==> src/rtl/decoder_scan_sequencer.sv <==
// Round-robin select/enable driver for a 2-to-4 line decoder, with lane mask and optional blanking gap.
// Optional feature: define SCAN_HOLD_EN to add a 'hold' input that freezes the dwell/blank counters.
module decoder_scan_sequencer #(
  parameter int DIV_W        = 16,
  parameter int BLANK_CYCLES = 2
) (
  input  logic             clk,
  input  logic             rst,
  input  logic             run,
  input  logic [DIV_W-1:0] div,
  input  logic [3:0]       mask,
`ifdef SCAN_HOLD_EN
  input  logic             hold,
`endif
  output logic [1:0]       sel,
  output logic             en,
  output logic             wrap,
  output logic             busy
);

  typedef enum logic [1:0] {IDLE, ACTIVE, BLANK} state_t;

  localparam logic [3:0] BLANK_LOAD = (BLANK_CYCLES > 0) ? 4'(BLANK_CYCLES - 1) : 4'd0;

  state_t           state;
  logic [DIV_W-1:0] dwell_cnt;
  logic [3:0]       blank_cnt;
  logic [1:0]       nxt;
  logic             frozen;

`ifdef SCAN_HOLD_EN
  assign frozen = hold;
`else
  assign frozen = 1'b0;
`endif

  // Lowest set bit of the mask; caller guarantees mask != 0.
  function automatic logic [1:0] lowest_lane(input logic [3:0] m);
    logic [1:0] low;
    low = 2'd0;
    for (int i = 3; i >= 0; i--) begin
      if (m[i]) low = 2'(i);
    end
    return low;
  endfunction

  // Next set bit after cur, circular; smallest offset wins, cur itself if it is the only one.
  function automatic logic [1:0] next_lane(input logic [1:0] cur, input logic [3:0] m);
    logic [1:0] idx;
    logic [1:0] pick;
    pick = cur;
    for (int i = 3; i >= 1; i--) begin
      idx = cur + 2'(i);
      if (m[idx]) pick = idx;
    end
    return pick;
  endfunction

  assign nxt = next_lane(sel, mask);

  always_ff @(posedge clk or posedge rst) begin
    if (rst) begin
      state     <= IDLE;
      sel       <= 2'd0;
      en        <= 1'b0;
      wrap      <= 1'b0;
      busy      <= 1'b0;
      dwell_cnt <= '0;
      blank_cnt <= 4'd0;
    end else begin
      wrap <= 1'b0;
      case (state)
        IDLE: begin
          if (run && (mask != 4'd0)) begin
            state     <= ACTIVE;
            sel       <= lowest_lane(mask);
            dwell_cnt <= div;
            en        <= 1'b1;
            busy      <= 1'b1;
          end
        end
        ACTIVE: begin
          if (!frozen) begin
            if (dwell_cnt != '0) begin
              dwell_cnt <= dwell_cnt - 1'b1;
            end else if (!run || (mask == 4'd0)) begin
              state <= IDLE;
              en    <= 1'b0;
              busy  <= 1'b0;
            end else begin
              sel  <= nxt;
              wrap <= (nxt <= sel);
              if (BLANK_CYCLES > 0) begin
                state     <= BLANK;
                en        <= 1'b0;
                blank_cnt <= BLANK_LOAD;
              end else begin
                dwell_cnt <= div;
              end
            end
          end
        end
        BLANK: begin
          // sel already points at the new lane; the mask is deliberately not rechecked here.
          if (!frozen) begin
            if (blank_cnt != 4'd0) begin
              blank_cnt <= blank_cnt - 1'b1;
            end else if (run) begin
              state     <= ACTIVE;
              dwell_cnt <= div;
              en        <= 1'b1;
            end else begin
              state <= IDLE;
              busy  <= 1'b0;
            end
          end
        end
        default: begin
          state <= IDLE;
          en    <= 1'b0;
          busy  <= 1'b0;
        end
      endcase
    end
  end

endmodule

==> config.mk <==
export PLATFORM = sky130hd
export DESIGN_NAME = decoder_scan_sequencer
export DESIGN_NICKNAME = d
export VERILOG_FILES = /design/src/rtl/decoder_scan_sequencer.sv
export SDC_FILE = /design/constraint.sdc
export NUM_CORES = 1
export LEC_CHECK = 0
export CELL_PAD_IN_SITES_DETAIL_PLACEMENT = 1
export CELL_PAD_IN_SITES_GLOBAL_PLACEMENT = 2
export CORE_UTILIZATION = 29
export CTS_BUF_LIST = sky130_fd_sc_hd__clkbuf_2 sky130_fd_sc_hd__clkbuf_4 sky130_fd_sc_hd__clkbuf_8
export CTS_CLUSTER_DIAMETER = 150
export DETAILED_ROUTE_END_ITERATION = 8
export MAX_ROUTING_LAYER = met4
export PLACE_DENSITY_LB_ADDON = 0.12
export RECOVER_POWER = 100
export SKIP_CTS_REPAIR_TIMING = 1
export SLEW_MARGIN = 30
export SYNTH_ARGS = -nofsm -noshare
export SYNTH_HDL_FRONTEND = slang
export SYNTH_SLANG_ARGS = --single-unit
==> constraint.sdc <==
create_clock -name clk -period 1.95 [get_ports clk]
set_clock_uncertainty 0.05 [all_clocks]
set_input_delay 0.39 -clock clk [delete_from_list [all_inputs] [get_ports clk]]
set_output_delay 0.39 -clock clk [all_outputs]
set_load 0.01 [all_outputs]
==> results of run 1 <==
## final timing paths
check	startpoint	to	slack [ns]
worst min-delay path	busy	busy	0.52
worst max-delay path	dwell_cnt[0]	dwell_cnt[13]	0.004
worst max register to register	dwell_cnt[0]	dwell_cnt[13]	0.004
min in group asynchronous	rst	blank_cnt[1]	0.70
max in group asynchronous	rst	state[1]	0.65
worst min register to register	busy	busy	0.52
## layer usage
layer | wire length (um) | track usage, % | vias up
met5 | 0 | - | -
met4 | 98 | 3.818 | 0
met3 | 163 | 3.314 | 10
met2 | 3465 | 34.53 | 34
met1 | 2614 | 21.71 | 984
li1 | - | - | 933
## tightest hold or removal path, delay by kind of cell, from the launching register on
kind / cells / cell delay, ns
AND/OR/NAND/NOR: 1 / 0.07
flip-flops: 1 / 0.38
AO/OA/AOI/OAI: 1 / 0.10
## where the power goes
part / internal (W) / switching, W
logic: 0.000805 / 0.000710
registers: 0.000804 / 0.000287
clock network: 0.000144 / 0.000196
## registers in the layout (all words and copies together) (netlist names)
| signal | count |
|---|---|
| en | 1 |
| blank_cnt | 4 |
| wrap | 1 |
| dwell_cnt | 16 |
| sel | 2 |
| state | 2 |
| busy | 1 |
## cells in the mapped netlist (2+ instances only)
| master | instances |
|---|---|
| nor4_1 | 6 |
| nor3b_1 | 2 |
| and3_1 | 2 |
| nand4_1 | 3 |
| o22ai_1 | 5 |
| dfrtp_1 | 27 |
| a22o_1 | 8 |
| a31oi_1 | 2 |
| nor2_1 | 17 |
| a21oi_1 | 18 |
| o41ai_1 | 3 |
| ha_1 | 6 |
| o211ai_1 | 3 |
| nand2_1 | 32 |
| nor3_1 | 2 |
| or3_1 | 2 |
| nor2b_1 | 2 |
| o311ai_1 | 2 |
| nand2b_1 | 5 |
| nand3_1 | 5 |
| o21ai_1 | 6 |
| clkbuf_1 | 5 |
| buf_6 | 3 |
| inv_1 | 12 |
| xnor2_1 | 2 |
| o21ai_0 | 16 |
## kinds of logic (layout without fill, tap and decap cells)
kind of cell               count (synthesis)  count (layout)  share of synthesized area [%]
DFF                                       27              27                          38.77
AOI/OAI and AO/OA                         69              71                          24.62
and+or+nand+nor                           84              84                          24.55
buffers and inverters                     22             100                          6.101
muxes                                      1               1                         0.6460
xor gates and xnor gates                   2               2                          1.005
adders and majority gates                  6               6                          4.307
## stage by stage
step           instance area (um2)  TNS, ns  util, %
6_report                      2715        0    48.13
2_1_floorplan                 1743        0        -
3_5_place_dp                  2414   -8.453    42.78
5_1_grt                       2715  -0.2342    48.13
4_1_cts                       2460   -2.331    43.60
3_3_place_gp                  2414   -6.943    42.78
## cell type report
cell class	instances	area share, %
inverter	13	1.797
clock buffer	3	1.521
tap	72	3.318
clock inverter	1	0.1843
multi-input combinational	164	42.21
sequential	27	24.93
timing repair buffer	83	26.04
==> summary.txt, run 1 <==
Synthesis
  – Synthesized Nets: 240
  – Yosys cell types: 41
  – EDFF count, synth: 0
  – Synthesized area per cell: 8.260 um2
  – Synthesized flop and latch total: 27
  – Post-Synthesis Cells: 211
  – Share of the synthesized area in the top cell type: 38.77%
  – Mapped cell area: 1743 um2
  – Sequential area share after synthesis: 38.77%
  – Main synth FF type: dfrtp_1
  – Post-synth ARST share: 100.0%
  – Synth top area cells: dfrtp_1, nand2_1, a21oi_1
  – Largest area contributor in the netlist: dfrtp_1
  – Synth warn: 0

Critical path
  – CP cell instances: inv_2, ha_4, nor3b_2, nand4_1, buf_6, o211a_4, buf_4, a22o_1
  – CP Data Required Time: 2.07 ns
  – Max incr delay on CP: 0.41 ns
  – WS Path Type: reg -> reg
  – Worst Setup End Kind: register
  – Slowest cell on crit path: dfrtp_1
  – Number of buffers and inverters on the critical path: 3
  – Setup crit start kind: register
  – Cell count of the worst reg-to-reg path: 8
  – CP Depth: 8
  – Max FO, Critical Path: 6
  – CP top delay family: compound AO/OA/AOI/OAI gates
  – Arr. time, crit path: 2.07 ns

Timing
  – Relative max-transition margin: 50.47%
  – Period Utilization, post-route: 99.81%
  – Final slew viol count: 0
  – Final setup vio count: 0
  – Worst-Margin Slew: 0.7430 ns
  – Worst hold slack: 0.5208 ns
  – Fin worst setup slack: 0.003667 ns
  – RSZ-0062 raised after global routing: yes
  – Max Fclk: 513.8 MHz
  – Min Clock Period, post-route: 1.946 ns
  – Fin. Hold Viols: 0

Clocking
  – Clock transition at path regs: 0.10 ns
  – Clock Latency Late Sink: 0.28 ns
  – CTS root buf: clkbuf_8
  – CTS tree: yes
  – H-Tree Depth: 1
  – Maximum buffer depth of the clock tree: 2
  – Clk sinks: 27
  – Total CTS buffers: 3

Cells and area
  – Fillers: 673
  – Most frequent cells in the layout: buf_4, nand2_1, dfrtp_1
  – P&R area growth vs syn: 55.78%
  – Register Area: 676.9 um2
  – # nets final: 321
  – Commonest non-fill, non-tap cell in the layout: buf_4
  – Finished Layout Cells: 363
  – Area of the multi-input gates: 1146 um2
  – Share of cells above drive strength 1: 30.24%
  – N_diodes: 0

Floorplan
  – Die H: 79.53 um
  – Starting Density: 30.89%
  – Core footprint: 5642 um2
  – Row count: 27
  – Die span in x: 79.53 um
  – Die area: 6324 um2
  – Top Ports: 28

Place
  – Post-Place Cells: 350
  – Port buffer count: 27
  – Gpl congestion: 0.7910
  – Hpwl dp: 4.287 mm
  – Post-Place Setup Slack: -0.4528 ns

Routing
  – Via density: 5.402
  – Drt total wl: 6.341 mm
  – DR iter-0 viols: 84
  – DRC: 0
  – DRT Pass-1 Iters: 4
  – Via count: 1961
  – Wire per inst: 17.47 um
  – Routed Antenna Nets: 0

Power
  – Leak: 1.208 nW
  – Peak VDD IR: 0.4649 mV
  – Power Density: 1085 nW/um2
  – Total Power Consumption: 0.002945 W

Hold path
  – Hold crit path type: reg -> reg
  – Worst hold path stage count: 2

Run
  – Max-Cap Viols: 0

Global route
  – Grt ovf: 0
  – First-pass GRT wire length: 9.246 mm
  – Initial antenna violation count: 0
  – Total Routing Usage GR: 18.99%
  – Vias in the first global route: 2024
  – Largest net degree at the start of global routing: 28

Status
  – Status: completed
(Power assumes the default switching activity.)
==> inputs of run 2 (changes only) <==
GPL_ROUTABILITY_DRIVEN = 0   (was default)
==> results of run 2 <==
The final DEF is identical to that of run 1; final timing and power are the same.
==> inputs of run 3 (changes only) <==
CORE_MARGIN = 4   (was default)
SLEW_MARGIN = 20   (was 30)
==> run 3 against run 2 <==
The run now ends with negative setup slack left. Sequential power hardly changed. Via count decreased by 2.3%. Core utilization up 0.46 points. Routed wire length down 0.68%. Worst hold slack better by 0.0074 ns. Critical path depth stayed put. Combinational power rose by 6%. Worst setup slack worse by 0.053 ns. Sequential share of layout area decreased by 0.38 points. Non-clock buffer count fell by 1. Critical path type unchanged. Critical endpoint is now dwell_cnt[10].
==> summary.txt, run 3 (synthesized netlist as in run 1, its figures left out) <==
Critical path
  – Cell count of the worst reg-to-reg path: 8 (unchanged)
  – CP Data Required Time: 2.09 ns (+0.02 ns)
  – Arr. time, crit path: 2.14 ns (+0.07 ns)
  – Slowest cell on crit path: dfrtp_1
  – CP cell instances: inv_2, ha_4, nor3b_2, nand4_1, o211a_4, buf_12, buf_4, a22o_1
  – Max incr delay on CP: 0.42 ns (about the same)
  – Worst Setup End Kind: register
  – Max FO, Critical Path: 6 (unchanged)
  – Setup crit start kind: register
  – WS Path Type: reg -> reg

Routing
  – Top sig layer: met4
  – DRT Pass-1 Iters: 4 (unchanged)
  – Routed Antenna Nets: 0 (unchanged)
  – Met3 wire len: 142 um (-13%)
  – WL met1: 2.696 mm (+3.1%)
  – DR iter-0 viols: 78 (-7.1%)
  – Via density: 5.307 (-1.8%)
  – Via count: 1916 (-2.3%)
  – Wire per inst: 17.45 um (-0.13%)
  – DRC: 0 (unchanged)
  – Drt total wl: 6.298 mm (-0.68%)
  – Metal2 WL: 3.369 mm (-2.8%)

Cells and area
  – Share of cells above drive strength 1: 31.83% (+1.6 points)
  – Reg with most FFs: dwell_cnt
  – Finished Layout Cells: 361 (-0.55%)
  – Max reg flops: 16 (unchanged)
  – Fillers: 660 (-1.9%)
  – Most frequent cells in the layout: buf_4, nand2_1, dfrtp_1
  – Register Area: 676.9 um2 (unchanged)
  – Cell area after layout: 2758 um2 (+1.6%)
  – Commonest non-fill, non-tap cell in the layout: buf_4
  – P&R area growth vs syn: 58.22%
  – Largest regs: dwell_cnt (16), blank_cnt (4)
  – N_diodes: 0 (unchanged)
  – Area of the multi-input gates: 1154 um2 (+0.66%)
  – # nets final: 319 (-0.62%)

Clocking
  – Maximum buffer depth of the clock tree: 2 (unchanged)
  – Total CTS buffers: 3 (unchanged)
  – CTS tree: yes
  – Clock Latency Late Sink: 0.29 ns (about the same)
  – H-Tree Depth: 1 (unchanged)
  – CTS root buf: clkbuf_8
  – Clk sinks: 27 (unchanged)
  – Clock transition at path regs: 0.11 ns (about the same)

Floorplan
  – Die span in x: 85.53 um (+7.5%)
  – Row count: 27 (unchanged)
  – Die H: 85.53 um (+7.5%)
  – Top Ports: 28 (unchanged)
  – Die area: 7315 um2 (+16%)
  – Core footprint: 5675 um2 (+0.60%)
  – Starting Density: 30.71% (-0.18 points)

Timing
  – Fin worst setup slack: -0.04912 ns (-0.05278 ns)
  – Worst hold slack: 0.5283 ns (+0.007431 ns)
  – Relative max-transition margin: 51.22% (+0.76 points)
  – Worst-Margin Slew: 0.7317 ns (-0.01135 ns)
  – RSZ-0062 raised after global routing: yes
  – Final slew viol count: 0 (unchanged)
  – Period Utilization, post-route: 102.5% (+2.7 points)
  – Max Fclk: 500.2 MHz (-2.6%)
  – Fin. Hold Viols: 0 (unchanged)
  – Min Clock Period, post-route: 1.999 ns (+0.05278 ns)
  – Final setup vio count: 9 (+9)

Global route
  – Largest net degree at the start of global routing: 28 (unchanged)
  – First-pass GRT wire length: 9.922 mm (+7.3%)
  – Vias in the first global route: 2055 (+1.5%)
  – Grt ovf: 0 (unchanged)
  – Initial antenna violation count: 0 (unchanged)
  – Total Routing Usage GR: 17.12% (-1.9 points)

Place
  – Hpwl dp: 4.314 mm (+0.64%)
  – Port buffer count: 27 (unchanged)
  – Post-Place Cells: 349 (-0.29%)
  – Post-Place Cell Area: 2419 um2 (+0.21%)
  – Post-Place Setup Slack: -0.4487 ns (+0.004120 ns)

Run
  – Max-Cap Viols: 0 (unchanged)

Power
  – Peak VDD IR: 0.4394 mV (-5.5%)
  – Power Density: 1096 nW/um2 (+1.0%)
  – Total Power Consumption: 0.003022 W (+2.6%)
  – Leak: 1.204 nW (-0.32%)

Status
  – Status: complete, but fails checks
  – Failing checks: negative setup slack

Hold path
  – Worst hold path stage count: 2 (unchanged)
  – Hold crit path type: reg -> reg
[run 3: layout make-up]
class | count | area share (%)
Timing Repair Buffer | 82 | 26.81
Multi-Input combinational cell | 163 | 41.83
Tap cell | 72 | 3.267
Clock inverter | 1 | 0.2722
Sequential cell | 27 | 24.55
Inverter | 13 | 1.770
Clock buffer | 3 | 1.497
[run 3: per-stage QoR]
stage	TNS, ns	util (%)
final	-0.2369	48.59
after global routing	-1.554	48.59
after CTS	-1.599	43.47
after detailed placement	-8.660	42.61
after global placement	-6.666	42.61
after floorplan	0	-
[run 3: report_power, final]
part | leakage (nW) | switching, W | internal, W | total, W
logic | 0.871 | 0.000745 | 0.000855 | 0.00160
registers | 0.311 | 0.000260 | 0.000804 | 0.00106
clock network | 0.0217 | 0.000212 | 0.000146 | 0.000358
total | 1.20 | 0.00122 | 0.00181 | 0.00302
[run 3: final timing paths]
check,slack (ns),endpoint,start
max in group asynchronous,0.67,state[1],rst
min,0.53,busy,busy
min in group asynchronous,0.67,blank_cnt[0],rst
max,-0.05,dwell_cnt[10],dwell_cnt[0]
max reg2reg,-0.05,dwell_cnt[10],dwell_cnt[0]
min reg2reg,0.53,busy,busy
[run 3: metal layers]
layer  up-vias  track usage (%)
met1       958            20.64
met5         -                -
met4         0            5.036
met3         8            2.594
met2        26            29.52
li1        924                -
[run 3: critical path, delay by kind of cell, from the launching register on]
kind                     cells  cell delay (ns)
AND/OR/NAND/NOR              2             0.41
flip-flops                   1             0.42
buffers and inverters        3             0.37
adder cells (fa/ha/maj)      1             0.14
AO/OA/AOI/OAI                2             0.52
